$ cat src/rtl/fetch_stage_pkg.sv
// Shared RV32 front-end constants: opcode encodings (also used by the main decoder),
// the canonical NOP and the fetch state encoding.
package fetch_stage_pkg;

    localparam logic [6:0] OPC_LOAD   = 7'b0000011;
    localparam logic [6:0] OPC_STORE  = 7'b0100011;
    localparam logic [6:0] OPC_R_TYPE = 7'b0110011;
    localparam logic [6:0] OPC_BRANCH = 7'b1100011;
    localparam logic [6:0] OPC_I_TYPE = 7'b0010011;
    localparam logic [6:0] OPC_JAL    = 7'b1101111;
    localparam logic [6:0] OPC_LUI    = 7'b0110111;

    // addi x0, x0, 0
    localparam logic [31:0] NOP_ENC = 32'h0000_0013;

    typedef logic [1:0] fetch_state_t;
    localparam fetch_state_t S_REQ  = 2'd0;
    localparam fetch_state_t S_WAIT = 2'd1;
    localparam fetch_state_t S_HOLD = 2'd2;

endpackage

$ cat src/rtl/fetch_stage_if_id_reg.sv
// IF/ID pipeline register: load, stall-hold and flush-to-NOP, plus the
// opcode/funct3 pre-split handed to decode.
module fetch_stage_if_id_reg
    import fetch_stage_pkg::*;
#(
    parameter logic [31:0] NOP_INSTR = NOP_ENC
) (
    input  logic        clk,
    input  logic        reset,
    input  logic        i_load,
    input  logic        i_flush,
    input  logic        i_stall,
    input  logic [31:0] i_instr,
    input  logic [31:0] i_pc,
    output logic        o_valid,
    output logic [31:0] o_instr,
    output logic [6:0]  o_opcode,
    output logic [2:0]  o_funct3,
    output logic [31:0] o_pc,
    output logic [31:0] o_pc_plus4
);

    logic        r_valid;
    logic [31:0] r_instr;
    logic [31:0] r_pc;
    logic [31:0] r_pc_plus4;

    // Flush wins over everything; stall only matters when nothing is loaded.
    always_ff @(posedge clk) begin
        if (reset) begin
            r_valid    <= 1'b0;
            r_instr    <= NOP_INSTR;
            r_pc       <= '0;
            r_pc_plus4 <= '0;
        end else if (i_flush) begin
            r_valid <= 1'b0;
            r_instr <= NOP_INSTR;
        end else if (i_load) begin
            r_valid    <= 1'b1;
            r_instr    <= i_instr;
            r_pc       <= i_pc;
            r_pc_plus4 <= i_pc + 32'd4;
        end else if (!i_stall) begin
            r_valid <= 1'b0;
            r_instr <= NOP_INSTR;
        end
    end

    assign o_valid    = r_valid;
    assign o_instr    = r_instr;
    assign o_opcode   = r_instr[6:0];
    assign o_funct3   = r_instr[14:12];
    assign o_pc       = r_pc;
    assign o_pc_plus4 = r_pc_plus4;

endmodule

$ cat src/rtl/fetch_stage.sv
// RV32 instruction fetch with one outstanding imem request and the IF/ID register.
// Define FETCH_PERF_EN to add the fetch/flush/stall performance counters.
module fetch_stage
    import fetch_stage_pkg::*;
#(
    parameter logic [31:0] RESET_PC  = 32'h0000_0000,
    parameter logic [31:0] NOP_INSTR = NOP_ENC
) (
    input  logic        clk,
    input  logic        reset,
    output logic        imem_req_valid,
    input  logic        imem_req_ready,
    output logic [31:0] imem_addr,
    input  logic        imem_rsp_valid,
    input  logic [31:0] imem_rsp_data,
    input  logic        redirect_valid,
    input  logic [31:0] redirect_pc,
    input  logic        stall,
    output logic        id_valid,
    output logic [31:0] id_instr,
    output logic [6:0]  id_opcode,
    output logic [2:0]  id_funct3,
    output logic [31:0] id_pc,
    output logic [31:0] id_pc_plus4
`ifdef FETCH_PERF_EN
    ,
    output logic [31:0] perf_fetch_cnt,
    output logic [31:0] perf_flush_cnt,
    output logic [31:0] perf_stall_cnt
`endif
);

    fetch_state_t r_state;
    logic [31:0]  r_fetch_pc;
    logic [31:0]  r_req_pc;
    logic         r_discard;
    logic [31:0]  r_hold_instr;
    logic [31:0]  r_hold_pc;

    logic         w_hs;
    logic         w_load_rsp;
    logic         w_load_hold;
    logic         w_load;
    logic [31:0]  w_load_instr;
    logic [31:0]  w_load_pc;
    logic         w_unused;

    assign imem_req_valid = (r_state == S_REQ) && !reset;
    assign imem_addr      = r_fetch_pc;
    assign w_hs           = imem_req_valid && imem_req_ready;
    assign w_unused       = ^redirect_pc[1:0];

    assign w_load_rsp   = (r_state == S_WAIT) && imem_rsp_valid && !r_discard
                          && !stall && !redirect_valid;
    assign w_load_hold  = (r_state == S_HOLD) && !stall && !redirect_valid;
    assign w_load       = w_load_rsp || w_load_hold;
    assign w_load_instr = w_load_hold ? r_hold_instr : imem_rsp_data;
    assign w_load_pc    = w_load_hold ? r_hold_pc : r_req_pc;

    always_ff @(posedge clk) begin
        if (reset) begin
            r_state      <= S_REQ;
            r_fetch_pc   <= RESET_PC;
            r_req_pc     <= '0;
            r_discard    <= 1'b0;
            r_hold_instr <= NOP_INSTR;
            r_hold_pc    <= '0;
        end else if (redirect_valid) begin
            r_fetch_pc   <= {redirect_pc[31:2], 2'b00};
            r_hold_instr <= NOP_INSTR;
            r_hold_pc    <= '0;
            case (r_state)
                S_WAIT: begin
                    // A response landing with the redirect is simply dropped.
                    if (imem_rsp_valid) begin
                        r_state   <= S_REQ;
                        r_discard <= 1'b0;
                    end else begin
                        r_discard <= 1'b1;
                    end
                end
                S_HOLD: r_state <= S_REQ;
                default: begin
                    if (w_hs) begin
                        r_state   <= S_WAIT;
                        r_discard <= 1'b1;
                    end
                end
            endcase
        end else begin
            case (r_state)
                S_REQ: begin
                    if (w_hs) begin
                        r_req_pc   <= r_fetch_pc;
                        r_fetch_pc <= r_fetch_pc + 32'd4;
                        r_state    <= S_WAIT;
                    end
                end
                S_WAIT: begin
                    if (imem_rsp_valid) begin
                        if (r_discard) begin
                            r_discard <= 1'b0;
                            r_state   <= S_REQ;
                        end else if (stall) begin
                            r_hold_instr <= imem_rsp_data;
                            r_hold_pc    <= r_req_pc;
                            r_state      <= S_HOLD;
                        end else begin
                            r_state <= S_REQ;
                        end
                    end
                end
                S_HOLD: begin
                    if (!stall) r_state <= S_REQ;
                end
                default: r_state <= S_REQ;
            endcase
        end
    end

    fetch_stage_if_id_reg #(
        .NOP_INSTR(NOP_INSTR)
    ) u_if_id (
        .clk       (clk),
        .reset     (reset),
        .i_load    (w_load),
        .i_flush   (redirect_valid),
        .i_stall   (stall),
        .i_instr   (w_load_instr),
        .i_pc      (w_load_pc),
        .o_valid   (id_valid),
        .o_instr   (id_instr),
        .o_opcode  (id_opcode),
        .o_funct3  (id_funct3),
        .o_pc      (id_pc),
        .o_pc_plus4(id_pc_plus4)
    );

`ifdef FETCH_PERF_EN
    logic [31:0] r_perf_fetch;
    logic [31:0] r_perf_flush;
    logic [31:0] r_perf_stall;

    always_ff @(posedge clk) begin
        if (reset) begin
            r_perf_fetch <= '0;
            r_perf_flush <= '0;
            r_perf_stall <= '0;
        end else begin
            if (w_load)             r_perf_fetch <= r_perf_fetch + 32'd1;
            if (redirect_valid)     r_perf_flush <= r_perf_flush + 32'd1;
            if (stall && id_valid)  r_perf_stall <= r_perf_stall + 32'd1;
        end
    end

    assign perf_fetch_cnt = r_perf_fetch;
    assign perf_flush_cnt = r_perf_flush;
    assign perf_stall_cnt = r_perf_stall;
`endif

endmodule

$ cat config.mk
export PLATFORM = sky130hd
export DESIGN_NAME = fetch_stage
export DESIGN_NICKNAME = d
export VERILOG_FILES = /design/src/rtl/fetch_stage_pkg.sv /design/src/rtl/fetch_stage_if_id_reg.sv /design/src/rtl/fetch_stage.sv
export SDC_FILE = /design/constraint.sdc
export NUM_CORES = 1
export LEC_CHECK = 0
export CORE_MARGIN = 3
export CORE_UTILIZATION = 55
export CTS_BUF_LIST = sky130_fd_sc_hd__clkbuf_16
export DETAILED_ROUTE_END_ITERATION = 6
export HOLD_SLACK_MARGIN = 0.06
export PLACE_DENSITY_LB_ADDON = 0.05
export SYNTH_ARGS = -nofsm -noshare
export SYNTH_HDL_FRONTEND = slang
export SYNTH_HIERARCHICAL = 1
export SYNTH_SLANG_ARGS = --single-unit
$ cat constraint.sdc
create_clock -name clk -period 6.4 [get_ports clk]
set_input_delay 1.28 -clock clk [delete_from_list [all_inputs] [get_ports clk]]
set_output_delay 1.28 -clock clk [all_outputs]
set_load 0.05 [all_outputs]
# --- Word level (Yosys, flattened, before mapping) ---
# Index checks and enable logic that the tools add are counted.
classes:
  n_eq_ne: 6
  n_bitwise: 2
  addsub: 2
  div: 0
  reduce_logical: 27
  order_cmp: 0
  multipliers: 0
  muxes: 24
  shift: 0
op_table:
  columns: ["operator", "count"]
  rows:
  - ["$mux W32", 7]
  - ["$add A32 B3 Y32 const B", 2]
  - ["$mux W2", 7]
  - ["$logic_and A1 B1 Y1", 8]
  - ["$reduce_and A2 Y1", 4]
  - ["$reduce_and A4 Y1", 2]
  - ["$reduce_bool A2 Y1", 4]
  - ["$mux W1", 7]
  - ["$pmux W2 S3", 1]
  - ["$logic_not A1 Y1", 4]
  - ["$ne A2 B2 Y1 const B", 2]
  - ["$pmux W2 S2", 1]
  - ["$ne A3 B3 Y1 const B", 1]
  - ["$reduce_and A3 Y1", 1]
  - ["$reduce_bool A3 Y1", 1]
  - ["$eq A2 B1 Y1 const B", 1]
  - ["$eq A2 B2 Y1 const B", 1]
  - ["$logic_not A2 Y1", 1]
  - ["$ne A2 B1 Y1 const B", 1]
  - ["$not A1 Y1", 2]
  - ["$pmux W1 S2", 1]
  - ["$reduce_or A2 Y1", 1]
  - ["$logic_or A1 B1 Y1", 1]
word_totals:
  wordCells: 72
  memories: 0
  mem_bits_rw: 0
  romBits: 0
  output_inout_bits: 140
  regBits: 228
  latchBits: 0
  inputBits: 70

# --- Longest topological paths before layout ---
# Gate-level depths: netlist (run 1).
depth:
  depth_word: 7
  ltp_mapped: 13
  ltp_nobuf: 10

# --- Modules after synthesis ---
# The synthesis (run 1) kept the hierarchy.
by_module_without_submodules:
  columns: ["mod", "seq_area_each_um2", "area_per_inst_um2", "cells_each", "n_inst"]
  rows:
  - ["fetch_stage", 2502.4, 5898.2, 726, 1]
  - ["fetch_stage_if_id_reg", 1901.8, 4041.4, 513, 1]

# --- Least setup slack after synthesis (run 1) ---
# Ideal clock, no wire load.
synth_path:
  kind: "input to register"
  startpoint: "in redirect_valid"
  endpoint: "reg u_if_id.r_pc_plus4[28] (netlist: u_if_id/o_pc_plus4[28])"
  t_arrival_ns: 3.923
  required_time_ns: 6.309
  path_buffers: 4
  path_slack_ns: 2.386
  stages: 12
  setup_ns: 0.091
  path_cell_list: "clkbuf_1 nor3b_1 clkbuf_1 clkbuf_1 mux2_2 ha_1 and3_1 buf_4 and4_4 nand3_4 or4_1 a311oi_1"
synth_via:
  elab_chain_cells: 4
  elab_cells_between_ends: 8
  classes_between: "add/sub: 1; mux: 1; bitwise: 1; reduce/logical: 5"
synth_lines:
  columns: ["item", "line_no", "rtl"]
  rows:
  - ["start: declaration", "fetch_stage.sv:16", "input logic redirect_valid,"]
  - ["$logic_not A1 Y1", "fetch_stage.sv:55", "assign w_load_hold = (r_state == S_HOLD) && !stall && !redirect_valid;"]
  - ["$logic_and A1 B1 Y1", "fetch_stage.sv:55", null]
  - ["$mux W32", "fetch_stage.sv:58", "assign w_load_pc = w_load_hold ? r_hold_pc : r_req_pc;"]
  - ["net w_load_pc[2]", "fetch_stage.sv:45", "logic [31:0] w_load_pc;"]
  - ["$add A32 B3 Y32", "fetch_stage_if_id_reg.sv:42", "r_pc_plus4 <= i_pc + 32'd4;"]
  - ["end signal: assignment", "fetch_stage_if_id_reg.sv:42", null]
  - ["end: declaration", "fetch_stage_if_id_reg.sv:26", "logic [31:0] r_pc_plus4;"]
# The timed path passes the listed nets, and every way through them passes these cells.
# A chain may end at the register's enable or synchronous reset.

# --- Worst setup path in the final report (run 1) ---
layout_path:
  startpoint: "in stall"
  endpoint: "reg u_if_id.r_pc_plus4[24] (netlist: u_if_id/o_pc_plus4[24])"
layout_via:
  elab_chain_cells: 5
  elab_cells_between_ends: 9
  classes_between: "add/sub: 1; mux: 1; reduce/logical: 7"
layout_lines:
  columns: ["item", "line_no", "rtl"]
  rows:
  - ["start: declaration", "fetch_stage.sv:18", "input logic stall,"]
  - ["$logic_not A1 Y1 *", null, null]
  - ["$logic_and A1 B1 Y1 (on tied branches) (2 in a row)", "fetch_stage.sv:54, fetch_stage.sv:55", null]
  - ["$logic_or A1 B1 Y1 *", "fetch_stage.sv:56", "assign w_load = w_load_rsp || w_load_hold;"]
  - ["net w_load", "fetch_stage.sv:43", "logic w_load;"]
  - ["$reduce_and A2 Y1 (no source line) *", null, null]
# Mark *: on every way through the listed nets, which the timed path passes. The rest lies on a longest branch.

==> results.yml, run 1 <==
status:
  outcome: "finished clean"
worst_hold_path:
  holdPathEnd: "r_hold_pc[11]"
  worstHoldStart: "r_hold_pc[11]"
  hold_path_depth: 2
  hold_class: "flip-flop to flip-flop"
power_and_ir_drop:
  switchingPower_uw: 730
  total_power_uw: 2970
  p_seq_frac: 0.479
  peakVddDrop_v: 0.000244
  p_sw_frac: 0.246
  p_comb_frac: 0.090
  p_leak_uw: 0.00422
  power_density_nw_per_um2: 234
  intPower_uw: 2240
  power_frac_clock: 0.431
worst_setup_path:
  crit_required_ns: 6.81
  timing.rr.end: "u_if_id/o_pc_plus4[24]"
  critPathLaunchType: "primary input"
  cp_common_cell: "buf_4"
  critPathKind: "primary input to flip-flop"
  crit_fanout: 67
  cp.arrival_ns: 4.71
  cp-end-kind: "flip-flop"
  regToRegSetupSlack_ns: 2.91
  r2r-start: "r_state[1]"
  crit_chain: "clkdlybuf4s50_1, nor3_2, buf_4, nor2b_4, buf_4, nor2_1, a211oi_1"
  critPathMaxStageDelay_ns: 1.02
  crit_path_top_delay_cell: "nor2b_4"
  reg2reg_depth: 10
place:
  gp_congestion: 0.824
  dp_hpwl_mm: 16.7
  portBuffers: 205
synthesis:
  ys_seq_elements: 220
  synth_top_area_share: 0.443
  yosys_warnings: 6
  netlist_top_cells_area: "dfxtp_1 (44%), nand2_1 (12%), a21oi_1 (8.1%)"
  async_reset_ff_frac: 0
  yosysUniqueCellTypes: 54
  synth-edff-count: 0
  syn_area_um2: 9940
  synth_cells: 1239
  synth-main-ff-cell: "dfxtp_1"
  synth_area_leader_cell: "dfxtp_1"
  synth_seq_area_share: 0.443
  syn_avg_cell_area_um2: 8.02
sta:
  relSlewSlack: 0.247
  max_freq_ghz: 0.233
  whs_ns: 0.451
  worstMarginPinSlew_ns: 1.13
  setup_viol: 0
  period_share: 0.672
  fin_crit_ns: 4.30
  finalMaxSlewViolations: 0
  fin_tns_setup_ns: 0
  rsz0062_at_grt: "no"
  hold_violations: 0
  skew_ns: 0.0122
floorplan:
  dieArea_um2: 19700
  die_h_um: 140
  io_pins: 210
  fp-row-count: 48
  die_w_um: 140
  coreArea_um2: 17500
  start_util: 0.569
final_layout:
  drive_gt1_frac: 0.0879
  insertedDiodeCount: 0
  layout_common_cells: "nand2_1 (310), dfxtp_1 (220), clkdlybuf4s50_1 (204)"
  syn_to_final_growth_pct: 27.4
  final_common_cell: "nand2_1"
  nNetsFinal: 1457
clock_network:
  htreeDepth: 1
  post_cts_buffers: 0
  ctsHoldBuffers: 0
  clock_sinks: 220
  cts_buffers: 24
  clkSlewWorstSetupHoldPaths_ns: 0.06
  cts_resized: 0
  cts_tree: "yes"
  root_buffer: "clkbuf_16"
  clk_path_buf_depth: 3
  clock_latency_ns: 0.51
grt:
  antenna_found_initial: 0
  grt_pass1_vias: 8201
  overflow: 0
  grtUsageTotal: 0.246
  grt_pass1_wl_mm: 41.5
  grt_max_degree: 78
detailed_routing:
  dr.pass1.iters: 5
  antenna_left: 0
  totalWireLength_mm: 25.2
  vias: 8980
  route.detailed.drc: 0
  wl_per_cell_um: 15.5
  drtIter0Drc: 603
  viasPerCell: 5.53
flow_run:
  drv_cap: 0
-- area by class of cell --
cell class | count | area (µm²)
Clock buffer | 25 | 626
Clock inverter | 19 | 105
Fill cell | 1405 | 4820
Inverter | 9 | 33.8
Multi-Input combinational cell | 908 | 5060
Sequential cell | 220 | 4400
Tap cell | 225 | 282
Timing Repair Buffer | 218 | 2150
-- metrics by stage --
stage           util  instances  cell area [µm²]  worst slack, ns
3_3_place_gp   0.683       1580            11900             1.63
4_1_cts        0.724       1624            12700             2.08
5_1_grt        0.724       1624            12700             1.73
6_report       0.724       1624            12700             2.10
3_5_place_dp   0.683       1580            11900             1.62
2_1_floorplan      -       1242             9950             2.39
-- how the worst max path moves through the flow --
stage,startpoint,end,depth (start not counted)
final,stall,u_if_id/o_pc_plus4[24],7
after global routing,stall,u_if_id/o_pc_plus4[24],7
after CTS,stall,u_if_id/o_pc_plus4[24],7
after detailed placement,stall,u_if_id/o_pc_plus4[20],7
after global placement,stall,u_if_id/o_pc_plus4[28],10
after floorplan,redirect_valid,u_if_id/o_pc_plus4[28],12
-- synth_stat cells, types with 2 or more instances --
library cell and instances:
nand4_4 2, and2_1 2, or3_1 10, nor2b_1 7, nor3_1 5, a211oi_2 2
nand3_1 30, or2_2 2, a31oi_1 3, nand4_1 16, nand2_1 310, a311oi_1 20
xnor2_1 10, or4_1 17, o31ai_1 13, a22oi_1 3, buf_4 16, nor2_1 116
clkbuf_1 80, a211oi_1 29, dfxtp_1 220, and3_1 7, mux2_2 62, buf_6 2
a21oi_1 160, nand4b_1 2, nor3b_1 8, ha_1 6, and4_1 7, inv_1 8
o21ai_0 16, xor2_1 21, buf_1 5, nor4_1 2
-- metal layers --
layer / track usage / vias to the layer above / part of all wire / wire length (µm)
met5: 0 / - / 0 / 0
met3: 0.0358 / 24 / 0.060 / 1510
met2: 0.364 / 265 / 0.44 / 11200
met1: 0.382 / 4157 / 0.49 / 12200
met4: 0.0474 / 0 / 0.011 / 281
li1: - / 4534 / - / -
-- worst max-delay path: cells and delay by family --
kind,cells,cell delay [ns]
buf+inv,3,1.76
compound gates,1,0.23
simple gates,3,1.38
-- power by group through the flow --
stage          registers, µW  clock network, µW  logic (µW)
2_1_floorplan           1500                  0         111
3_3_place_gp            1450                  0         263
3_5_place_dp            1450                  0         265
4_1_cts                 1420               1290         267
5_1_grt                 1430               1360         286
6_report                1420               1280         267
-- registers in the layout (all words and copies together), names as in the netlist --
name / count
r_hold_instr: 32
u_if_id/o_instr: 32
u_if_id/o_pc: 32
imem_addr: 30
r_hold_pc: 30
r_req_pc: 30
u_if_id/o_pc_plus4: 30
r_state: 2
r_discard: 1
u_if_id/o_valid: 1
-- logic make-up (layout without fill, tap and decap cells) --
kind of cell | after synthesis | after routing | synth area share
flip-flops | 220 | 220 | 0.443
multiplexers | 62 | 62 | 0.0702
other | 1 | 4 | 0.000377
adder cells (fa/ha/maj) | 6 | 6 | 0.00755
XOR/XNOR | 31 | 31 | 0.0273
AO/OA/AOI/OAI | 253 | 253 | 0.150
buffers and inverters | 114 | 271 | 0.0509
AND/OR/NAND/NOR | 552 | 552 | 0.250
No activity file was read; power rests on OpenSTA's default activity.
==> run 2, diff against run 1 <==
CORE_UTILIZATION = 51   (was 55)
clock period = 4.47 ns   (was 6.4 ns; I/O delays follow)
==> run 2 against run 1 <==
Against the previous run:
- sequential power is 44% higher
- wire length grew 0.30%
- clock skew is 0.0010 ns higher
- core utilization is 5.1 points lower
- global-route usage shrank 2.0 points
- critical endpoint is now u_if_id/o_pc_plus4[21]
- largest cell class unchanged
- highest routed layer unchanged
==> results.yml, run 2 (same netlist as run 1, synthesis figures left out) <==
clock_network:
  root_buffer: "clkbuf_16"
  cts_buffers: 24
  clk_path_buf_depth: 3
  post_cts_buffers: 0
  clock_latency_ns: 0.51
  htreeDepth: 1
  clkSlewWorstSetupHoldPaths_ns: 0.06
  cts_resized: 0
  cts_tree: "yes"
  ctsHoldBuffers: 0
  clock_sinks: 220
floorplan:
  dieArea_um2: 21200
  fp-row-count: 50
  die_h_um: 146
  start_util: 0.524
  die_w_um: 146
  io_pins: 210
  coreArea_um2: 19000
final_layout:
  syn_to_final_growth_pct: 28.4
  insertedDiodeCount: 0
  nNetsFinal: 1461
  drive_gt1_frac: 0.0913
  layout_common_cells: "nand2_1 (310), dfxtp_1 (220), clkdlybuf4s50_1 (204)"
  postLayoutCellArea_um2: 12800
  final_common_cell: "nand2_1"
worst_setup_path:
  cp-end-kind: "flip-flop"
  r2r-start: "r_state[0]"
  timing.rr.end: "u_if_id/o_pc_plus4[21]"
  critPathLaunchType: "primary input"
  crit_fanout: 20
  crit_required_ns: 4.88
  reg2reg_depth: 10
  regToRegSetupSlack_ns: 1.35
  critPathKind: "primary input to flip-flop"
  cp.arrival_ns: 3.65
sta:
  rsz0062_at_grt: "no"
  fin_tns_setup_ns: 0
  max_freq_ghz: 0.309
  finalMaxSlewViolations: 0
  relSlewSlack: 0.410
  whs_ns: 0.450
  period_share: 0.724
  skew_ns: 0.0132
  setup_viol: 0
  worstMarginPinSlew_ns: 0.885
  hold_violations: 0
  fin_crit_ns: 3.24
detailed_routing:
  route.detailed.drc: 0
  antenna_left: 0
  wl_per_cell_um: 15.2
  dr.pass1.iters: 7
  viasPerCell: 5.39
  totalWireLength_mm: 25.3
  drtIter0Drc: 534
  vias: 8953
grt:
  grt_pass1_vias: 7972
  overflow: 0
  grt_pass1_wl_mm: 41.2
  grtUsageTotal: 0.226
  antenna_found_initial: 0
  grt_max_degree: 91
place:
  gp_congestion: 0.782
  dp_hpwl_mm: 16.6
  place_area_um2: 12000
  portBuffers: 205
power_and_ir_drop:
  peakVddDrop_v: 0.000227
  power_density_nw_per_um2: 333
  p_leak_uw: 0.00426
status:
  outcome: "finished clean"
flow_run:
  drv_cap: 0
worst_hold_path:
  hold_class: "flip-flop to flip-flop"
  hold_path_depth: 2
  worstHoldStart: "r_hold_pc[4]"
  holdPathEnd: "r_hold_pc[4]"
-- run 2: cell count changes in the layout (fill, tap and decap cells not counted), sizes merged --
| cell | before | now |
|---|---|---|
| buf | 14 | 18 |
| clkinv | 14 | 13 |
| clkinvlp | 1 | 0 |
| inv | 12 | 13 |
-- run 2: worst max path at each step --
| stage | slack [ns] | startpoint | cells past startpoint | end |
|---|---|---|---|---|
| 6_report | 1.23 | redirect_valid | 9 | u_if_id/o_pc_plus4[21] |
| 5_1_grt | 1.02 | redirect_valid | 9 | u_if_id/o_pc_plus4[25] |
| 2_1_floorplan | 0.84 | redirect_valid | 12 | u_if_id/o_pc_plus4[28] |
| 3_5_place_dp | 0.74 | redirect_valid | 9 | u_if_id/o_pc_plus4[25] |
| 4_1_cts | 1.24 | redirect_valid | 9 | u_if_id/o_pc_plus4[21] |
| 3_3_place_gp | 0.77 | redirect_valid | 9 | u_if_id/o_pc_plus4[29] |
-- run 2: per-layer routing --
layer,vias up,GRT usage,routed length (µm)
met5,-,0,0
met4,0,0.0399,277
met3,24,0.0374,1570
met2,263,0.334,10800
met1,4134,0.350,12700
li1,4532,-,-
-- run 2: cell type report --
class / count / area [µm²]
Inverter: 9 / 33.8
Clock buffer: 25 / 626
Timing Repair Buffer: 222 / 2200
Tap cell: 260 / 325
Clock inverter: 18 / 104
Sequential cell: 220 / 4400
Multi-Input combinational cell: 908 / 5060
Fill cell: 1674 / 6200
-- run 2: power breakdown --
group / leakage [µW] / internal [µW] / switching, µW
Sequential: 0.00178 / 1990 / 43.5
Clock: 0.000376 / 1060 / 767
Combinational: 0.00210 / 153 / 232
Total: 0.00426 / 3210 / 1040
-- run 2: metrics by stage --
step                      utilization  instances  setup WS [ns]  total power [µW]
after floorplan                     -       1242          0.842              2300
after global placement          0.635       1619          0.771              2460
after detailed placement        0.635       1619          0.741              2460
after CTS                       0.673       1662           1.24              4290
after global routing            0.673       1662           1.02              4410
final                           0.673       1662           1.23              4250
-- run 2: worst max-delay path, stage by stage --
cell	delay, ns
clkdlybuf4s50_1	0.44
nor3b_2	0.27
buf_4	0.31
mux2_2	0.33
nand4_4	0.21
nor4_4	0.61
nand3_1	0.16
xor2_1	0.18
a211oi_1	0.23
==> run 3, diff against run 2 <==
clock period = 3.3 ns   (was 4.47 ns; I/O delays follow)
==> run 3 against run 2 <==
Against the previous run:
- register-to-register slack got worse by 0.89 ns
- combinational power increased by 37%
- clock power increased by 35%
- critical path depth decreased by 5
- largest power group unchanged
- sequential cell count unchanged
- clock skew increased by 0.0021 ns
- global-route usage increased by 0.35 points
- wire length increased by 0.88%
- total power increased by 35%
- die area unchanged
- non-clock buffer count increased by 22
==> results.yml, run 3 (same netlist as run 1, synthesis figures left out) <==
status:
  outcome: "finished clean"
floorplan:
  coreArea_um2: 19000
  start_util: 0.524
  fp-row-count: 50
  dieArea_um2: 21200
  die_w_um: 146
  io_pins: 210
  die_h_um: 146
detailed_routing:
  vias: 9000
  wl_per_cell_um: 15.1
  totalWireLength_mm: 25.5
  drtIter0Drc: 490
  antenna_left: 0
  viasPerCell: 5.34
  dr.pass1.iters: 7
  route.detailed.drc: 0
sta:
  hold_violations: 0
  max_freq_ghz: 0.339
  skew_ns: 0.0153
  fin_tns_setup_ns: 0
  setup_viol: 0
  worstMarginPinSlew_ns: 0.681
  rsz0062_at_grt: "no"
  fin_crit_ns: 2.95
  finalMaxSlewViolations: 0
  period_share: 0.893
  relSlewSlack: 0.546
clock_network:
  root_buffer: "clkbuf_16"
  post_cts_buffers: 0
  clock_latency_ns: 0.51
  clk_path_buf_depth: 3
  cts_buffers: 25
  cts_resized: 0
  cts_tree: "yes"
  ctsHoldBuffers: 0
  clock_sinks: 220
  clkSlewWorstSetupHoldPaths_ns: 0.06
  htreeDepth: 1
worst_hold_path:
  hold_class: "flip-flop to flip-flop"
  hold_path_depth: 2
power_and_ir_drop:
  peakVddDrop_v: 0.000331
  p_leak_uw: 0.00440
  power_density_nw_per_um2: 445
final_layout:
  nNetsFinal: 1484
  fillCellCount: 1591
  syn_to_final_growth_pct: 30.1
  layout_common_cells: "nand2_1 (310), dfxtp_1 (220), clkdlybuf4s50_1 (204)"
  postLayoutCellArea_um2: 12900
  drive_gt1_frac: 0.103
  insertedDiodeCount: 0
  final_common_cell: "nand2_1"
worst_setup_path:
  crit_path_top_delay_cell: "clkdlybuf4s50_1"
  crit_chain: "inv_1, ha_1, nor2b_1, clkdlybuf4s50_1"
  critPathMaxStageDelay_ns: 0.82
  critPathKind: "flip-flop to output pin"
  crit_required_ns: 2.64
  critPathLaunchType: "flip-flop"
  crit_fanout: 9
  cp-end-kind: "output pin"
  reg2reg_depth: 11
  cp.arrival_ns: 2.29
grt:
  grtUsageTotal: 0.229
  grt_max_degree: 91
  grt_pass1_wl_mm: 42.1
  grt_pass1_vias: 8289
  antenna_found_initial: 0
  overflow: 0
place:
  portBuffers: 205
  place_area_um2: 12200
  dp_hpwl_mm: 17.2
  gp_congestion: 0.782
flow_run:
  drv_cap: 0
==> run 3: layout make-up <==
type | count | area (µm²) | share of cell area
tap | 260 | 325 | 0.0251
multi-input combinational | 908 | 5060 | 0.391
clock inverter | 20 | 104 | 0.00803
inverter | 9 | 33.8 | 0.00261
clock buffer | 25 | 626 | 0.0484
timing repair buffer | 244 | 2380 | 0.184
sequential | 220 | 4400 | 0.340
==> run 3: path summary, 6_finish.rpt <==
path                                 startpoint                endpoint  slack [ns]
worst max-delay path                 r_state[1]          imem_req_valid        0.35
worst min-delay path            r_hold_instr[8]         r_hold_instr[8]        0.45
worst max register to register       r_state[0]  u_if_id/o_pc_plus4[30]        0.46
worst min register to register  r_hold_instr[8]         r_hold_instr[8]        0.45
==> run 3: report_power, final <==
| group | switching, µW | internal (µW) |
|---|---|---|
| logic | 315 | 213 |
| clock network | 1040 | 1440 |
| registers | 59.4 | 2700 |
| total | 1410 | 4350 |
==> run 3: per-stage QoR <==
step                power (µW)  hold slack (ns)   util  std cells  setup slack [ns]
detailed placement        3340            0.443  0.644       1641            0.0764
global placement          3340            0.437  0.644       1641             0.113
CTS                       5810            0.451  0.682       1686             0.338
floorplan                 3120            0.433      -       1242            0.0509
finish                    5760            0.450  0.682       1686             0.353
global route              5970            0.468  0.682       1686             0.222
==> run 3: metal layers <==
layer  part of all wire  wire (µm)  GRT usage
met3              0.056       1430     0.0355
met5                  0          0          0
met2               0.43      11000      0.347
met4              0.013        339     0.0437
met1               0.50      12700      0.350
==> run 3: worst max-delay path: cells and delay by family, from the launching register on <==
| family | cells | cell delay [ns] |
|---|---|---|
| and+or+nand+nor | 1 | 0.20 |
| adders and majority gates | 1 | 0.32 |
| buffers and inverters | 2 | 0.93 |
| DFF | 1 | 0.33 |
